--- src/rtl/writeback_store.sv ---
// Final pipeline stage: retires ALU/load results to the register file next cycle, or runs a two-beat cache write
// (stall high from issue until ACK, retire 1 cycle after respack); WB_FORWARD_EN adds combinational bypass outputs.
module writeback_store #(
  parameter int TAG_W = 13
) (
  input  logic             clk,
  input  logic             reset,
  input  logic             opcodeValidIn,
  input  logic [63:0]      currentRipIn,
  input  logic [3:0]       destRegIn,
  input  logic             destRegValidIn,
  input  logic [63:0]      destRegValueIn,
  input  logic             readFromMemoryIn,
  input  logic [63:0]      memoryDataIn,
  input  logic             isMemoryAccessDestIn,
  input  logic [63:0]      memoryAddressDestIn,
  output logic             wbStallOut,
  output logic             regWrEnOut,
  output logic [3:0]       regWrAddrOut,
  output logic [63:0]      regWrDataOut,
  output logic             retireValidOut,
  output logic [63:0]      retireRipOut,
  output logic             reqcyc,
  output logic [63:0]      req,
  output logic [TAG_W-1:0] reqtag,
  input  logic             reqack,
  input  logic             respcyc,
  input  logic [63:0]      resp,
  output logic             respack
`ifdef WB_FORWARD_EN
  ,
  output logic             fwdValidOut,
  output logic [3:0]       fwdRegOut,
  output logic [63:0]      fwdDataOut
`endif
);

  typedef enum logic [2:0] {IDLE, ADDR, DATA, WAIT_RESP, ACK} state_t;

  // Tag fields from the MSB down: WRITE, MEMORY, DATA, then zero padding.
  localparam logic TAG_WRITE  = 1'b1;
  localparam logic TAG_MEMORY = 1'b1;
  localparam logic TAG_DATA   = 1'b1;
  localparam logic [TAG_W-1:0] STORE_TAG = {TAG_WRITE, TAG_MEMORY, TAG_DATA, {(TAG_W-3){1'b0}}};

  state_t state, state_nxt;

  logic [63:0] st_data, st_rip;
  logic        accept_alu, accept_st;
  logic [63:0] wb_data;

  logic             reg_en_nxt, ret_vld_nxt, reqcyc_nxt, respack_nxt;
  logic [3:0]       reg_addr_nxt;
  logic [63:0]      reg_data_nxt, ret_rip_nxt, req_nxt;
  logic [TAG_W-1:0] tag_nxt;

  logic unused_resp;
  assign unused_resp = ^resp;

  assign accept_alu = (state == IDLE) && opcodeValidIn && !isMemoryAccessDestIn;
  assign accept_st  = (state == IDLE) && opcodeValidIn && isMemoryAccessDestIn;
  assign wb_data    = readFromMemoryIn ? memoryDataIn : destRegValueIn;

  always_ff @(posedge clk or negedge reset) begin
    if (!reset) state <= IDLE;
    else        state <= state_nxt;
  end

  always_comb begin
    state_nxt = state;
    case (state)
      IDLE:      if (accept_st) state_nxt = ADDR;
      ADDR:      if (reqack)    state_nxt = DATA;
      DATA:      if (reqack)    state_nxt = WAIT_RESP;
      WAIT_RESP: if (respcyc)   state_nxt = ACK;
      ACK:                      state_nxt = IDLE;
      default:                  state_nxt = IDLE;
    endcase
  end

  // Next values of the registered outputs; data/address fields hold unless updated.
  always_comb begin
    reg_en_nxt   = 1'b0;
    reg_addr_nxt = regWrAddrOut;
    reg_data_nxt = regWrDataOut;
    ret_vld_nxt  = 1'b0;
    ret_rip_nxt  = retireRipOut;
    reqcyc_nxt   = reqcyc;
    req_nxt      = req;
    tag_nxt      = reqtag;
    respack_nxt  = 1'b0;
    wbStallOut   = accept_st || (state == ADDR) || (state == DATA) || (state == WAIT_RESP);
    case (state)
      IDLE: begin
        if (accept_alu) begin
          reg_en_nxt   = destRegValidIn;
          reg_addr_nxt = destRegIn;
          reg_data_nxt = wb_data;
          ret_vld_nxt  = 1'b1;
          ret_rip_nxt  = currentRipIn;
        end
        if (accept_st) begin
          reqcyc_nxt = 1'b1;
          req_nxt    = memoryAddressDestIn;
          tag_nxt    = STORE_TAG;
        end
      end
      ADDR:      if (reqack) req_nxt = st_data;
      DATA:      if (reqack) reqcyc_nxt = 1'b0;
      WAIT_RESP: if (respcyc) respack_nxt = 1'b1;
      ACK: begin
        ret_vld_nxt = 1'b1;
        ret_rip_nxt = st_rip;
      end
      default: ;
    endcase
  end

  always_ff @(posedge clk or negedge reset) begin
    if (!reset) begin
      regWrEnOut     <= 1'b0;
      regWrAddrOut   <= '0;
      regWrDataOut   <= '0;
      retireValidOut <= 1'b0;
      retireRipOut   <= '0;
      reqcyc         <= 1'b0;
      req            <= '0;
      reqtag         <= '0;
      respack        <= 1'b0;
      st_data        <= '0;
      st_rip         <= '0;
    end else begin
      regWrEnOut     <= reg_en_nxt;
      regWrAddrOut   <= reg_addr_nxt;
      regWrDataOut   <= reg_data_nxt;
      retireValidOut <= ret_vld_nxt;
      retireRipOut   <= ret_rip_nxt;
      reqcyc         <= reqcyc_nxt;
      req            <= req_nxt;
      reqtag         <= tag_nxt;
      respack        <= respack_nxt;
      if (accept_st) begin
        st_data <= destRegValueIn;
        st_rip  <= currentRipIn;
      end
    end
  end

`ifdef WB_FORWARD_EN
  assign fwdValidOut = accept_alu && destRegValidIn;
  assign fwdRegOut   = fwdValidOut ? destRegIn : 4'd0;
  assign fwdDataOut  = fwdValidOut ? wb_data : 64'd0;
`endif

  // A response before both beats are accepted is a cache protocol violation.
  assert property (@(posedge clk) disable iff (!reset)
    !(respcyc && (state == ADDR || state == DATA)));

endmodule

--- config.mk ---
export PLATFORM = sky130hd
export DESIGN_NAME = writeback_store
export DESIGN_NICKNAME = d
export VERILOG_FILES = /design/src/rtl/writeback_store.sv
export SDC_FILE = /design/constraint.sdc
export NUM_CORES = 1
export LEC_CHECK = 0
export CORE_AREA = 4 4 213 215
export CTS_BUF_LIST = sky130_fd_sc_hd__clkbuf_4 sky130_fd_sc_hd__clkbuf_8 sky130_fd_sc_hd__clkbuf_16
export DETAILED_ROUTE_END_ITERATION = 10
export DIE_AREA = 0 0 217 219
export GPL_ROUTABILITY_DRIVEN = 0
export SKIP_CTS_REPAIR_TIMING = 1
export SKIP_LAST_GASP = 1
export SYNTH_ARGS = -nofsm -noshare
export SYNTH_HDL_FRONTEND = slang
export SYNTH_SLANG_ARGS = --single-unit
--- constraint.sdc ---
create_clock -name clk -period 2.6 [get_ports clk]
set_input_delay 0.65 -clock clk [delete_from_list [all_inputs] [get_ports clk]]
set_output_delay 0.65 -clock clk [all_outputs]
set_load 0.02 [all_outputs]
[Word level (Yosys, flattened, before mapping)]
Cells that the tools add are included.
Cells by class
  equal/unequal tests: 9
  mux-type cells: 20
  reductions and logical operators: 17
Operators by type and width (number)
  64-bit two-way mux: 4
  64-bit one-hot mux with 2 select lines: 2
  3-bit two-way mux: 4
  3-bit one-hot mux with 4 select lines: 1
  2-bit != test, second input constant: 5
  1-bit two-way mux: 7
  3-bit by 2-bit == test with 1-bit output, second input constant: 2
  2-bit AND reduction: 3
  3-bit AND reduction: 2
  2-bit nonzero test: 3
  1-bit one-hot mux with 2 select lines: 2
  4-bit AND reduction: 1
  3-bit by 1-bit == test with 1-bit output, second input constant: 1
  3-bit == test, second input constant: 1
  1-bit logical AND: 3
  3-bit logical NOT: 1
  1-bit logical OR: 3
  1-bit logical NOT: 1
Word-level totals
  bits in registers: 332
  word-level logic and storage cells: 58

[Depth between registers and ports, before layout]
Gate-level depths: netlist of the first run.
  word-level depth: 6
  depth in mapped cells: 6

[Least setup slack after synthesis of the first run]
Ideal clock, no wire load.
  path type: in2out
  start point: in isMemoryAccessDestIn
  end point: out wbStallOut
  arrival time: 1.797 ns
  required time: 1.950 ns
  slack: 0.153 ns
  cell stages on the path: 6
  path buffers: 4
  cell sequence: buf_2 -> clkbuf_1 -> nand2_1 -> buf_2 -> buf_2 -> o21ai_0
Between the ends
  word-level cells in the longest chain between the ends: 4
Ends and longest elaborated chain
  from (decl): RTL line 15  | input logic isMemoryAccessDestIn,
  1-bit logical AND: RTL line 61  | assign accept_st = (state == IDLE) && opcodeValidIn && isMemoryAccessDestIn;
  1-bit logical OR (3 in series): RTL line 92  | wbStallOut = accept_st || (state == ADDR) || (state == DATA) || (state == WAIT_RESP);
  to (decl): RTL line 17  | output logic wbStallOut,
Every way passes these cells.

[Worst setup path after layout of the first run]
  start point: reg state[2]
  end point: out wbStallOut
Between the ends
  word-level cells in the longest chain between the ends: 6
  elaborated cells between the ends (all ways): 9
  classes of those cells: eq/ne (3); reduce/logical (6)
Ends and longest elaborated chain
  from (decl): RTL line 46  | state_t state, state_nxt;
  from (signal assigned): RTL line 66  | else state <= state_nxt;
  3-bit logical NOT: RTL line 61
  1-bit logical AND (2 in series): RTL line 61
  1-bit logical OR (2 in series): RTL line 92
  1-bit logical OR (*): RTL line 92
Every way passes the cells marked *; elsewhere a longest branch is shown, timed or not.

==> results of run 1 <==
==> flip-flops by register name, indices dropped and copies added, names as in the netlist, 3 cells and up <==
name	flops
regWrAddrOut	4
regWrDataOut	64
req	64
retireRipOut	64
st_data	64
st_rip	64
state	3
==> worst paths after layout <==
| path | start | to | slack, ns | cells after the start |
|---|---|---|---|---|
| setup / recovery | state[2] | wbStallOut | 0.14 | 4 |
| hold / removal | reset | st_data[40] | 0.07 | 1 |
| setup reg to reg | state[0] | req[13] | 0.45 | 4 |
| hold reg to reg | st_data[56] | st_data[56] | 0.49 | 1 |
| max in group asynchronous | reset | regWrDataOut[27] | 1.67 | 2 |
| min in group clk | st_data[56] | st_data[56] | 0.49 | 1 |
==> area by class of cell <==
cell class	count	area share, %
sequential	332	38.73
multi-input combinational	746	27.60
timing repair buffer	506	24.24
clock buffer	56	5.457
tap	592	3.452
clock inverter	12	0.4839
antenna	2	0.02332
inverter	1	0.01749
==> power by group <==
part	leakage [nW]	internal, W	switching [W]	total [W]
combinational	4.21	0.00572	0.00552	0.0112
sequential	3.99	0.00776	0.00135	0.00911
clock	0.649	0.00324	0.00222	0.00545
==> cells in the final DEF, fill, tap and decap left out, types with 10 or more instances in the layout <==
master           count
clkdlybuf4s50_1    466
dfrtp_1            330
mux2_2             238
o21ai_0            177
nor2_1              66
nand3b_1            65
mux2i_1             64
a31oi_1             64
clkbuf_16           40
mux2_1              22
buf_4               20
buf_12              18
o21ai_1             17
conb_1              10
==> stage by stage <==
| step | hold WS, ns | setup WS (ns) | utilization [%] |
|---|---|---|---|
| 2_1_floorplan | 0.3544 | 0.1527 | - |
| 3_5_place_dp | 0.4752 | 0.03125 | 46.12 |
| 5_1_grt | 0.08820 | 0.01234 | 49.06 |
| 4_1_cts | 0.07444 | 0.02980 | 49.04 |
| 6_report | 0.07318 | 0.1424 | 49.06 |
| 3_3_place_gp | 0.4681 | 0.06839 | 46.12 |
==> worst max-delay path, cell delays in order, from the launching register on <==
cell and delay [ns]:
dfrtp_2 0.50, nor4b_4 0.38, nand2_4 0.08, o21ai_0 0.10, buf_4 0.20
==> cells in the mapped netlist <==
cell type  instances
dfrtp_1          332
clkbuf_1          65
nor2_1            66
mux2i_1           64
conb_1             1
nor4b_2            1
o21ai_0          177
nand2_1            5
a21oi_1            3
buf_4             14
mux2_2           238
buf_6              6
a31oi_1           64
or4b_4             1
a221oi_1           1
nand3b_4           1
nor3b_1            3
inv_1              1
clkbuf_2           1
a311oi_1           1
nand2b_1           4
a211oi_4           1
buf_1              2
or3b_2             1
o21ai_1           17
mux2_1            22
buf_2             25
and2_1             1
nand3b_1          65
==> metal layers <==
layer,GRT usage (%),vias to the layer above,routed length (um)
li1,-,5134,-
met1,25.42,5666,20430
met2,33.24,371,23910
met3,6.813,65,3981
met4,6.148,4,1264
met5,0,-,40
==> cell families after synthesis <==
logic type      Yosys count
mux                     324
flops                   332
buf+inv                 114
compound gates          264
other cells               1
simple gates            148
==> impl_metrics.py, run 1 <==
metrics = {
    "outcome": {
        "status": "completed",
    },
    "synth": {
        "synth_compound_area_share_pct": 9.668,
        "synth.avg_cell_area_um2": 12.45,
        "synth_area_leader_cell": "dfrtp_1",
        "netlist_area_um2": 14730,
        "synth_top_family_by_area": "multiplexers",
        "yosys_warnings": 0,
        "synth-simple-area-share_pct": 5.879,
        "synthTopCellsByArea": "dfrtp_1 56%, mux2_2 18%, o21ai_0 6.0%, mux2i_1 4.3%, nand3b_1 3.3%",
        "synth_top_area_share_pct": 56.41,
        "synthMuxAreaShare_pct": 24.23,
        "synth_cells": 1183,
        "synthAdderAreaFrac_pct": 0,
        "seq_area_frac_synth_pct": 56.41,
        "synth-xor-area-share_pct": 0,
        "synth_seq_cells": 332,
        "synth.distinct_cells": 29,
    },
    "global_routing": {
        "grt_pass1_vias": 11740,
        "grt_max_degree": 127,
        "grt_pass1_wl_um": 74070,
        "antenna_found_initial": 5,
        "grt.overflow.total": 0,
        "grt_usage_pct": 20.22,
    },
    "flow_run": {
        "maxCapViolations": 0,
    },
    "cts": {
        "htree_levels": 2,
        "clk_pin_slew_ns": 0.06,
        "cts-root-buf": "clkbuf_16",
        "insertion_delay_ns": 0.55,
        "cts_tree": "done",
        "numCtsBuffers": 39,
        "clock_sinks": 332,
        "clock_path_buffers": 3,
    },
    "sta": {
        "slew_headroom_pct": 62.28,
        "drv_slew": 0,
        "finClkSkew_ns": 0.01573,
        "finalCriticalPeriod_ns": 2.458,
        "rsz0062_at_grt": "false",
        "worstMarginPinSlew_ns": 0.5658,
        "layout_worst_path_cycle_share_pct": 94.52,
        "hold_violations": 0,
        "tns_ns": 0,
        "finalSetupViolations": 0,
        "max_clock_freq_mhz": 406.9,
    },
    "die": {
        "dieHeight_um": 219,
        "ios": 546,
        "start_util_pct": 33.67,
        "coreArea_um2": 43740,
        "dieArea_um2": 47520,
        "fp.dieW_um": 217,
        "row_count": 77,
    },
    "route": {
        "num_vias": 11240,
        "dr.first_iter.drc_count": 742,
        "dr.pass1.iters": 4,
        "viasPerCell": 5.002,
        "wl_um": 49620,
        "route.detailed.drc": 0,
        "wire_per_inst_um": 22.08,
        "drt.antenna.violating_nets": 0,
    },
    "hold_path": {
        "min_path_type": "in -> async",
    },
    "final_layout": {
        "fill_cells": 4024,
        "regArea_um2": 8310,
        "stdcell_count": 2247,
        "area_delta_synth_final_pct": 45.71,
        "final_layout_size_suffix_gt1_share_pct": 21.48,
        "design_area_um2": 21460,
        "fin_nets": 1958,
        "multi_input_area_um2": 5922,
    },
    "setup_path": {
        "critPathKind": "reg -> out",
        "crit_required_ns": 1.95,
        "worstPathMaxFanout": 11,
        "cp-start-kind": "register",
        "cp.arrival_ns": 1.81,
        "worst_setup_path_end_kind": "output port",
    },
    "placed_design": {
        "portBuffers": 471,
        "dp_cells": 2177,
        "dpl_cell_area_um2": 20170,
        "hpwl_um": 34470,
    },
    "power": {
        "total_power_w": 0.02580,
        "ir_drop_mv": 0.6199,
        "powerDensity_nw_per_um2": 1202,
        "p_leak_nw": 8.859,
    },
}
Note: power is estimated with default switching activity, not from simulation.
==> run 2: changes to the inputs <==
--- a/config.mk
+++ b/config.mk
@@ -7,9 +7,11 @@
 export LEC_CHECK = 0
 export CORE_AREA = 4 4 213 215
 export CTS_BUF_LIST = sky130_fd_sc_hd__clkbuf_4 sky130_fd_sc_hd__clkbuf_8 sky130_fd_sc_hd__clkbuf_16
+export CTS_CLUSTER_DIAMETER = 60
 export DETAILED_ROUTE_END_ITERATION = 10
 export DIE_AREA = 0 0 217 219
 export GPL_ROUTABILITY_DRIVEN = 0
+export SETUP_SLACK_MARGIN = 0.1
 export SKIP_CTS_REPAIR_TIMING = 1
 export SKIP_LAST_GASP = 1
 export SYNTH_ARGS = -nofsm -noshare
==> impl_metrics.py, run 2 (synthesized netlist as in run 1, its figures left out) <==
metrics = {
    "final_layout": {
        "most-common-layout-cells": "466 x clkdlybuf4s50_1, 329 x dfrtp_1, 238 x mux2_2, 177 x o21ai_0, 66 x nor2_1",
        "layout_commonest_cell": "clkdlybuf4s50_1",
        "fill_cells": 4008,
        "area_delta_synth_final_pct": 47.00,
        "multi_input_area_um2": 5922,
        "stdcell_count": 2265,
        "final_layout_size_suffix_gt1_share_pct": 22.38,
        "regArea_um2": 8312,
        "fin_nets": 1972,
        "final_core_util_pct": 49.50,
    },
    "route": {
        "wl_met1_um": 20830,
        "drt.antenna.violating_nets": 0,
        "wl_met2_um": 23920,
        "dr_wl_met3_um": 3971,
        "wl_um": 50090,
        "route.detailed.drc": 0,
        "dr.pass1.iters": 5,
        "maxUsedRoutingLayer": "met5",
        "viasPerCell": 4.992,
        "dr.first_iter.drc_count": 741,
        "num_vias": 11310,
        "wire_per_inst_um": 22.12,
    },
    "hold_path": {
        "min_path_type": "in -> async",
    },
    "die": {
        "dieArea_um2": 47520,
        "coreArea_um2": 43740,
        "fp.dieW_um": 217,
        "ios": 546,
        "row_count": 77,
        "start_util_pct": 33.67,
        "dieHeight_um": 219,
    },
    "power": {
        "p_leak_nw": 8.962,
        "ir_drop_mv": 0.6232,
        "powerDensity_nw_per_um2": 1212,
    },
    "global_routing": {
        "grt_max_degree": 127,
        "grt_pass1_vias": 11790,
        "grt_usage_pct": 20.29,
        "grt_pass1_wl_um": 74200,
        "grt.overflow.total": 0,
        "antenna_found_initial": 5,
    },
    "cts": {
        "htree_levels": 2,
        "cts-root-buf": "clkbuf_16",
        "clock_path_buffers": 3,
        "numCtsBuffers": 41,
        "clock_sinks": 332,
        "insertion_delay_ns": 0.56,
        "cts_tree": "done",
        "clk_pin_slew_ns": 0.06,
    },
    "outcome": {
        "status": "completed",
    },
    "sta": {
        "drv_slew": 0,
        "rsz0062_at_grt": "false",
        "hold_violations": 0,
        "worstMarginPinSlew_ns": 0.5666,
        "finalWorstSetupSlack_ns": 0.1907,
        "finClkSkew_ns": 0.01698,
        "slew_headroom_pct": 62.23,
        "tns_ns": 0,
        "finalSetupViolations": 0,
        "finalCriticalPeriod_ns": 2.409,
        "max_clock_freq_mhz": 415.1,
        "layout_worst_path_cycle_share_pct": 92.67,
    },
    "setup_path": {
        "worst_setup_path_end_kind": "output port",
        "rrSetupSlack_ns": 0.50,
        "r2r_start": "state[2]",
        "crit_start": "state[0]",
        "crit_required_ns": 1.95,
        "cp-start-kind": "register",
        "critPathKind": "reg -> out",
        "rr_worst_depth": 5,
        "reg2reg_to": "req[13]",
        "cp.arrival_ns": 1.76,
        "worstPathMaxFanout": 6,
    },
    "placed_design": {
        "dp_cells": 2177,
        "post-place-ws_ns": 0.03125,
        "portBuffers": 471,
        "hpwl_um": 34470,
    },
    "flow_run": {
        "maxCapViolations": 0,
    },
}
run 2: cell types whose count changed in the layout (fill, tap and decap cells not counted), sizes merged:
cell / previous run / this run
inv: 3 / 6
bufinv: 1 / 0
buf: 39 / 51
clkinv: 9 / 8
clkinvlp: 0 / 2
clkbuf: 56 / 59
run 2: report_power, final:
part	total (W)	leakage (nW)	internal (W)	switching, W
sequential	0.00908	3.99	0.00776	0.00132
clock	0.00575	0.692	0.00341	0.00234
combinational	0.0114	4.28	0.00581	0.00560
run 2: worst max path at each step:
stage	to	slack, ns	depth (start not counted)
after floorplan	wbStallOut	0.15	6
after global placement	wbStallOut	0.07	5
after detailed placement	retireRipOut[21]	0.03	5
after CTS	wbStallOut	0.03	4
after global routing	wbStallOut	0.09	4
final	wbStallOut	0.19	4
run 2: metal layers:
| metal | GRT usage (%) | vias to the layer above |
|---|---|---|
| met5 | 0 | - |
| met1 | 25.51 | 5696 |
| met2 | 33.08 | 370 |
| met3 | 6.979 | 72 |
| met4 | 6.508 | 4 |
| li1 | - | 5165 |
run 2: area by class of cell:
cell class                      count  share of cell area (%)
Tap cell                          592                   3.421
Sequential cell                   332                   38.39
Clock inverter                     15                  0.5028
Multi-Input combinational cell    746                   27.35
Inverter                            1                 0.01734
Timing Repair Buffer              518                   24.45
Clock buffer                       59                   5.843
Antenna cell                        2                 0.02312
run 2: metrics by stage:
| stage | power [W] | hold slack (ns) | cell area (um2) |
|---|---|---|---|
| after floorplan | 0.01506 | 0.3544 | 14760 |
| after global placement | 0.02030 | 0.4681 | 20170 |
| after detailed placement | 0.02054 | 0.4752 | 20170 |
| after CTS | 0.02644 | 0.05682 | 21550 |
| after global routing | 0.02765 | 0.07315 | 21650 |
| final | 0.02624 | 0.06156 | 21650 |
run 2: critical path, cell delays in order, from the launching register on:
cell and delay (ns):
dfrtp_2 0.45, nor4b_4 0.37, nand2_4 0.08, o21ai_0 0.11, buf_4 0.21
